[config.mk]
export PLATFORM = sky130hd
export DESIGN_NAME = pc_redirect_ctrl
export DESIGN_NICKNAME = d
export VERILOG_FILES = /design/src/rtl/pc_redirect_ctrl.sv
export SDC_FILE = /design/constraint.sdc
export NUM_CORES = 1
export LEC_CHECK = 0
export CAP_MARGIN = 30
export CORE_AREA = 5 5 128 130
export DETAILED_ROUTE_END_ITERATION = 10
export DIE_AREA = 0 0 133 135
export HOLD_SLACK_MARGIN = 0.1
export PLACE_DENSITY_LB_ADDON = 0.1
export SETUP_SLACK_MARGIN = 0.15
export SLEW_MARGIN = 20
export SYNTH_ARGS = -nofsm -noshare
export SYNTH_HDL_FRONTEND = slang
export SYNTH_SLANG_ARGS = --single-unit
[constraint.sdc]
create_clock -name clk -period 4.73 [get_ports clk]
set_input_delay 0.473 -clock clk [delete_from_list [all_inputs] [get_ports clk]]
set_output_delay 0.473 -clock clk [all_outputs]
set_load 0.03 [all_outputs]
[src/rtl/pc_redirect_ctrl.sv]
// Front-end PC owner: advances the fetch PC, arbitrates NSRC stage redirects
// by age, drives flushes and the fetch epoch, and traps misaligned targets.
module pc_redirect_ctrl #(
    parameter int unsigned     XLEN     = 32,
    parameter int unsigned     NSRC     = 3,
    parameter logic [XLEN-1:0] RESET_PC = '0,
    parameter int unsigned     EPOCH_W  = 2
) (
    input  logic                 clk,
    input  logic                 rst_n,
    output logic [XLEN-1:0]      pc_o,
    output logic                 pc_valid_o,
    input  logic                 fetch_ready_i,
    input  logic [NSRC-1:0]      redir_valid_i,
    input  logic [NSRC*XLEN-1:0] redir_target_i,
    output logic [NSRC-1:0]      flush_o,
    output logic                 flush_if_o,
    output logic [EPOCH_W-1:0]   epoch_o,
    output logic                 misalign_o,
    output logic [XLEN-1:0]      badaddr_o,
    input  logic                 resume_i,
    input  logic [XLEN-1:0]      resume_pc_i
);

    typedef enum logic [1:0] {
        BOOT,
        RUN,
        HALT
    } state_t;

    localparam logic [XLEN-1:0] ALIGN_MASK = ~XLEN'(3);

    state_t              state_q, state_d;
    logic [XLEN-1:0]     pc_q, pc_d;
    logic [EPOCH_W-1:0]  epoch_q, epoch_d;
    logic                misalign_q, misalign_d;
    logic [XLEN-1:0]     badaddr_q, badaddr_d;

    logic                win_any;
    logic [XLEN-1:0]     win_tgt;
    logic [NSRC-1:0]     flush_mask;

    // Oldest requesting stage wins: later loop iterations overwrite earlier.
    always_comb begin
        win_any = 1'b0;
        win_tgt = '0;
        for (int i = 0; i < NSRC; i++) begin
            if (redir_valid_i[i]) begin
                win_any = 1'b1;
                win_tgt = redir_target_i[i*XLEN +: XLEN];
            end
        end
    end

    // Winner and every younger stage get flushed.
    always_comb begin
        logic acc;
        acc = 1'b0;
        flush_mask = '0;
        for (int i = NSRC - 1; i >= 0; i--) begin
            acc = acc | redir_valid_i[i];
            flush_mask[i] = acc;
        end
    end

    always_comb begin
        state_d    = state_q;
        pc_d       = pc_q;
        epoch_d    = epoch_q;
        misalign_d = misalign_q;
        badaddr_d  = badaddr_q;
        flush_o    = '0;
        flush_if_o = 1'b0;
        unique case (state_q)
            BOOT: begin
                state_d = RUN;
            end
            RUN: begin
                if (win_any) begin
                    flush_o    = flush_mask;
                    flush_if_o = 1'b1;
                    epoch_d    = epoch_q + EPOCH_W'(1);
                    if (win_tgt[1:0] == 2'b00) begin
                        pc_d = win_tgt;
                    end else begin
                        state_d    = HALT;
                        misalign_d = 1'b1;
                        badaddr_d  = win_tgt;
                    end
                end else if (fetch_ready_i) begin
                    pc_d = pc_q + XLEN'(4);
                end
            end
            HALT: begin
                if (resume_i) begin
                    state_d    = RUN;
                    pc_d       = resume_pc_i & ALIGN_MASK;
                    misalign_d = 1'b0;
                    epoch_d    = epoch_q + EPOCH_W'(1);
                end
            end
            default: begin
                state_d = BOOT;
            end
        endcase
        if (!rst_n) begin
            flush_o    = '0;
            flush_if_o = 1'b0;
        end
    end

    always_ff @(posedge clk) begin
        if (!rst_n) begin
            state_q    <= BOOT;
            pc_q       <= RESET_PC;
            epoch_q    <= '0;
            misalign_q <= 1'b0;
            badaddr_q  <= '0;
        end else begin
            state_q    <= state_d;
            pc_q       <= pc_d;
            epoch_q    <= epoch_d;
            misalign_q <= misalign_d;
            badaddr_q  <= badaddr_d;
        end
    end

    assign pc_o       = pc_q;
    assign pc_valid_o = (state_q == RUN);
    assign epoch_o    = epoch_q;
    assign misalign_o = misalign_q;
    assign badaddr_o  = badaddr_q;

endmodule
==> impl_metrics.csv <==
group,metric,value,unit
logic_synthesis,ys_seq_area_frac,0.3110,
logic_synthesis,syn_inst,597,
detailed_routing,vias_per_cell,5.459,
power,leakage,0.002453,uW
setup_path,cp-end-kind,"output pin",
sta,layout_setup_ws,1.734,ns
logic_synthesis,synth.distinct_cells,62,
final_layout,diodes,0,
final_layout,layout_commonest_cell,"clkdlybuf4s50_1",
power,seq_power_share,0.306,
final_layout,fin_util,0.4542,
outcome,outcome,"complete, no violations",
sta,hold_viol,0,
sta,hold-worst-slack,0.4525,ns
sta,fin_skew,0.003517,ns
power,p_sw,1230,uW
global_route,grt_overflow,0,
clock_network,post_cts_buffers,0,
global_route,grt_pass1_wl,29840,um
power,p_int,1662,uW
power,ir_drop,0.2194,mV
final_layout,drive_above_1_share,0.05913,
clock_network,cts_hold_buf,0,
logic_synthesis,yosys.area_share.adder,0.01690,
floorplan,die_area,17960,um^2
setup_path,worstSetupPathType,"input pin to output pin",
logic_synthesis,synth_top_family_by_area,"compound AO/OA/AOI/OAI gates",
global_route,grt_max_degree,56,
logic_synthesis,synth_top_area_frac,0.3110,
placement,hpwl,14620,um
sta,setup_viol,0,
setup_path,reg2reg_depth,7,
global_route,antenna_found_initial,0,
detailed_routing,drt_wl_total,19620,um
floorplan,coreArea,15030,um^2
clock_network,clkTransAtPathRegs,0.05,ns
logic_synthesis,synth.avg_cell_area,7.440,um^2
setup_path,r2r_slack,2.12,ns
clock_network,worstSkewPairLatency,0.33,ns
detailed_routing,drc_errors,0,
logic_synthesis,synth_compound_area_frac,0.3020,
sta,timing.fmax,333.7,MHz
logic_synthesis,synth_edf_count,0,
detailed_routing,drt-pass1-iter-count,5,
clock_network,htreeDepth,3,
logic_synthesis,yosys_warnings,0,
placement,portBuffers,204,
sta,max_slew_margin,0.3886,
logic_synthesis,ys_seq_elements,69,
floorplan,initial_core_util,0.2955,
detailed_routing,drtIter0Drc,508,
final_layout,area_growth,53.72,%
final_layout,final_cell_mix,"202 x clkdlybuf4s50_1, 110 x nand2_1, 69 x dfxtp_1",
setup_path,crit_end,"flush_o[2]",
power,powerDensity,423.7,nW/um^2
floorplan,die_y,135,um
clock_network,cts.sinks,69,
clock_network,cts_tree,"built",
placement,place_ws,1.489,ns
hold_path,hp-class,"flop to flop",
sta,rsz0062_at_grt,"false",
detailed_routing,antenna_left,0,
sta,fin_crit_sh,0.6335,
setup_path,arrival,2.52,ns
detailed_routing,wl_per_cell,20.31,um
power,pwr-share-clk,0.217,
placement,gp_congestion,0.8286,
clock_network,root_buffer,"clkbuf_16",
clock_network,cts.repair.resized,0,
logic_synthesis,ys.flop_type,"dfxtp_1",
setup_path,startpoint_type,"input pin",
clock_network,clock_path_buffers,2,
detailed_routing,via_count,5273,
setup_path,cp.required,4.26,ns
logic_synthesis,synth-xor-area-share,0.009859,
power,combPwrFrac,0.477,
final_layout,nets,916,
global_route,grt_pass1_vias,5110,
logic_synthesis,yosys.area_share.simple,0.2707,
logic_synthesis,async_flop_share,0,
setup_path,r2r_end,"pc_o[25]",
logic_synthesis,synthMuxAreaShare,0.02310,
sta,worst_slew_pin_slew,0.9170,ns
logic_synthesis,syn_area,4442,um^2
logic_synthesis,yosysTopAreaCell,"dfxtp_1",
setup_path,reg2reg_from,"state_q[0]",
floorplan,rows,45,
floorplan,boundaryPins,207,
clock_network,cts_buffers,9,
setup_path,crit_path_start,"rst_n",
flow_run,drv_cap,0,
floorplan,dieWidth,133,um
setup_path,cp_max_fo,38,
power,swShare,0.4253,
sta,period_needed,2.996,ns
sta,final.setup.tns,0,ns
global_route,track_usage,0.2108,
sta,report.final.slew_viol_count,0,
logic_synthesis,synth_area_leaders,"dfxtp_1 31%, nand2_1 9.3%, a21oi_1 7.5%, o21ai_0 3.7%, nor2_1 3.2%",
logic_synthesis,synth_nets,738,
logic make-up after synthesis:
logic type / count (synthesis)
flops: 69
simple gates: 242
buf+inv: 63
compound gates: 202
mux: 10
fa+ha+maj: 6
xor+xnor: 5
worst max-delay path: stages:
cell and delay [ns]:
clkdlybuf4s50_1 0.46, buf_4 0.38, nand2_1 0.30, nor2_1 0.18, clkdlybuf4s50_1 0.70
metrics by stage:
stage / total power, uW / instances / instance area, um^2
6_report: 2893 / 966 / 6828
3_3_place_gp: 2250 / 950 / 6541
3_5_place_dp: 2281 / 951 / 6556
4_1_cts: 2918 / 965 / 6823
2_1_floorplan: 1693 / 597 / 4442
5_1_grt: 3062 / 966 / 6828
routing by layer:
layer / up-vias / GRT usage / routed length (um)
met5: - / 0 / 0
met4: 0 / 0.04273 / 152
met3: 11 / 0.05477 / 1484
met2: 220 / 0.3428 / 9206
met1: 2492 / 0.2831 / 8777
li1: 2550 / - / -
Yosys cell counts, types with 5 or more instances:
| cell | count |
|---|---|
| nand2_1 | 110 |
| dfxtp_1 | 69 |
| a21oi_1 | 67 |
| nor2_1 | 38 |
| o21ai_0 | 33 |
| clkbuf_1 | 20 |
| nand3_1 | 18 |
| buf_2 | 17 |
| a22oi_1 | 15 |
| inv_1 | 13 |
| nand4_1 | 13 |
| o32ai_1 | 13 |
| nand3b_1 | 12 |
| o31ai_1 | 11 |
| a2bb2oi_1 | 10 |
| a211oi_1 | 8 |
| mux2i_1 | 8 |
| nor3_1 | 8 |
| nand2b_1 | 7 |
| a31oi_1 | 6 |
| buf_1 | 6 |
| ha_1 | 6 |
| o31a_1 | 6 |
| and3_1 | 5 |
| o211ai_1 | 5 |
worst min-delay path by stage:
stage | start | end | slack [ns] | depth (start not counted)
floorplan | state_q[1] | state_q[1] | 0.51 | 2
finish | badaddr_o[19] | badaddr_o[19] | 0.45 | 2
global route | badaddr_o[12] | badaddr_o[12] | 0.48 | 2
detailed placement | badaddr_o[19] | badaddr_o[19] | 0.45 | 2
CTS | badaddr_o[19] | badaddr_o[19] | 0.46 | 2
global placement | badaddr_o[19] | badaddr_o[19] | 0.44 | 2
state kept, by name (all words and copies together), names as in the netlist:
| register | flops |
|---|---|
| misalign_o | 1 |
| state_q | 2 |
| pc_o | 32 |
| badaddr_o | 32 |
| epoch_o | 2 |
area by class of cell:
cell class,count,area (um^2)
Fill cell,1490,8205
Multi-Input combinational cell,465,2765
Tap cell,188,235.2
Timing Repair Buffer,216,2127
Clock buffer,12,256.5
Inverter,14,52.55
Clock inverter,2,10.01
Sequential cell,69,1381
power by group through the flow:
| stage | sequential [uW] | combinational [uW] | clock, uW |
|---|---|---|---|
| after CTS | 885 | 1390 | 642 |
| after global routing | 913 | 1480 | 664 |
| after floorplan | 1120 | 576 | 0 |
| after detailed placement | 896 | 1390 | 0 |
| after global placement | 886 | 1360 | 0 |
| final | 885 | 1380 | 626 |
(Power assumes the default switching activity.)
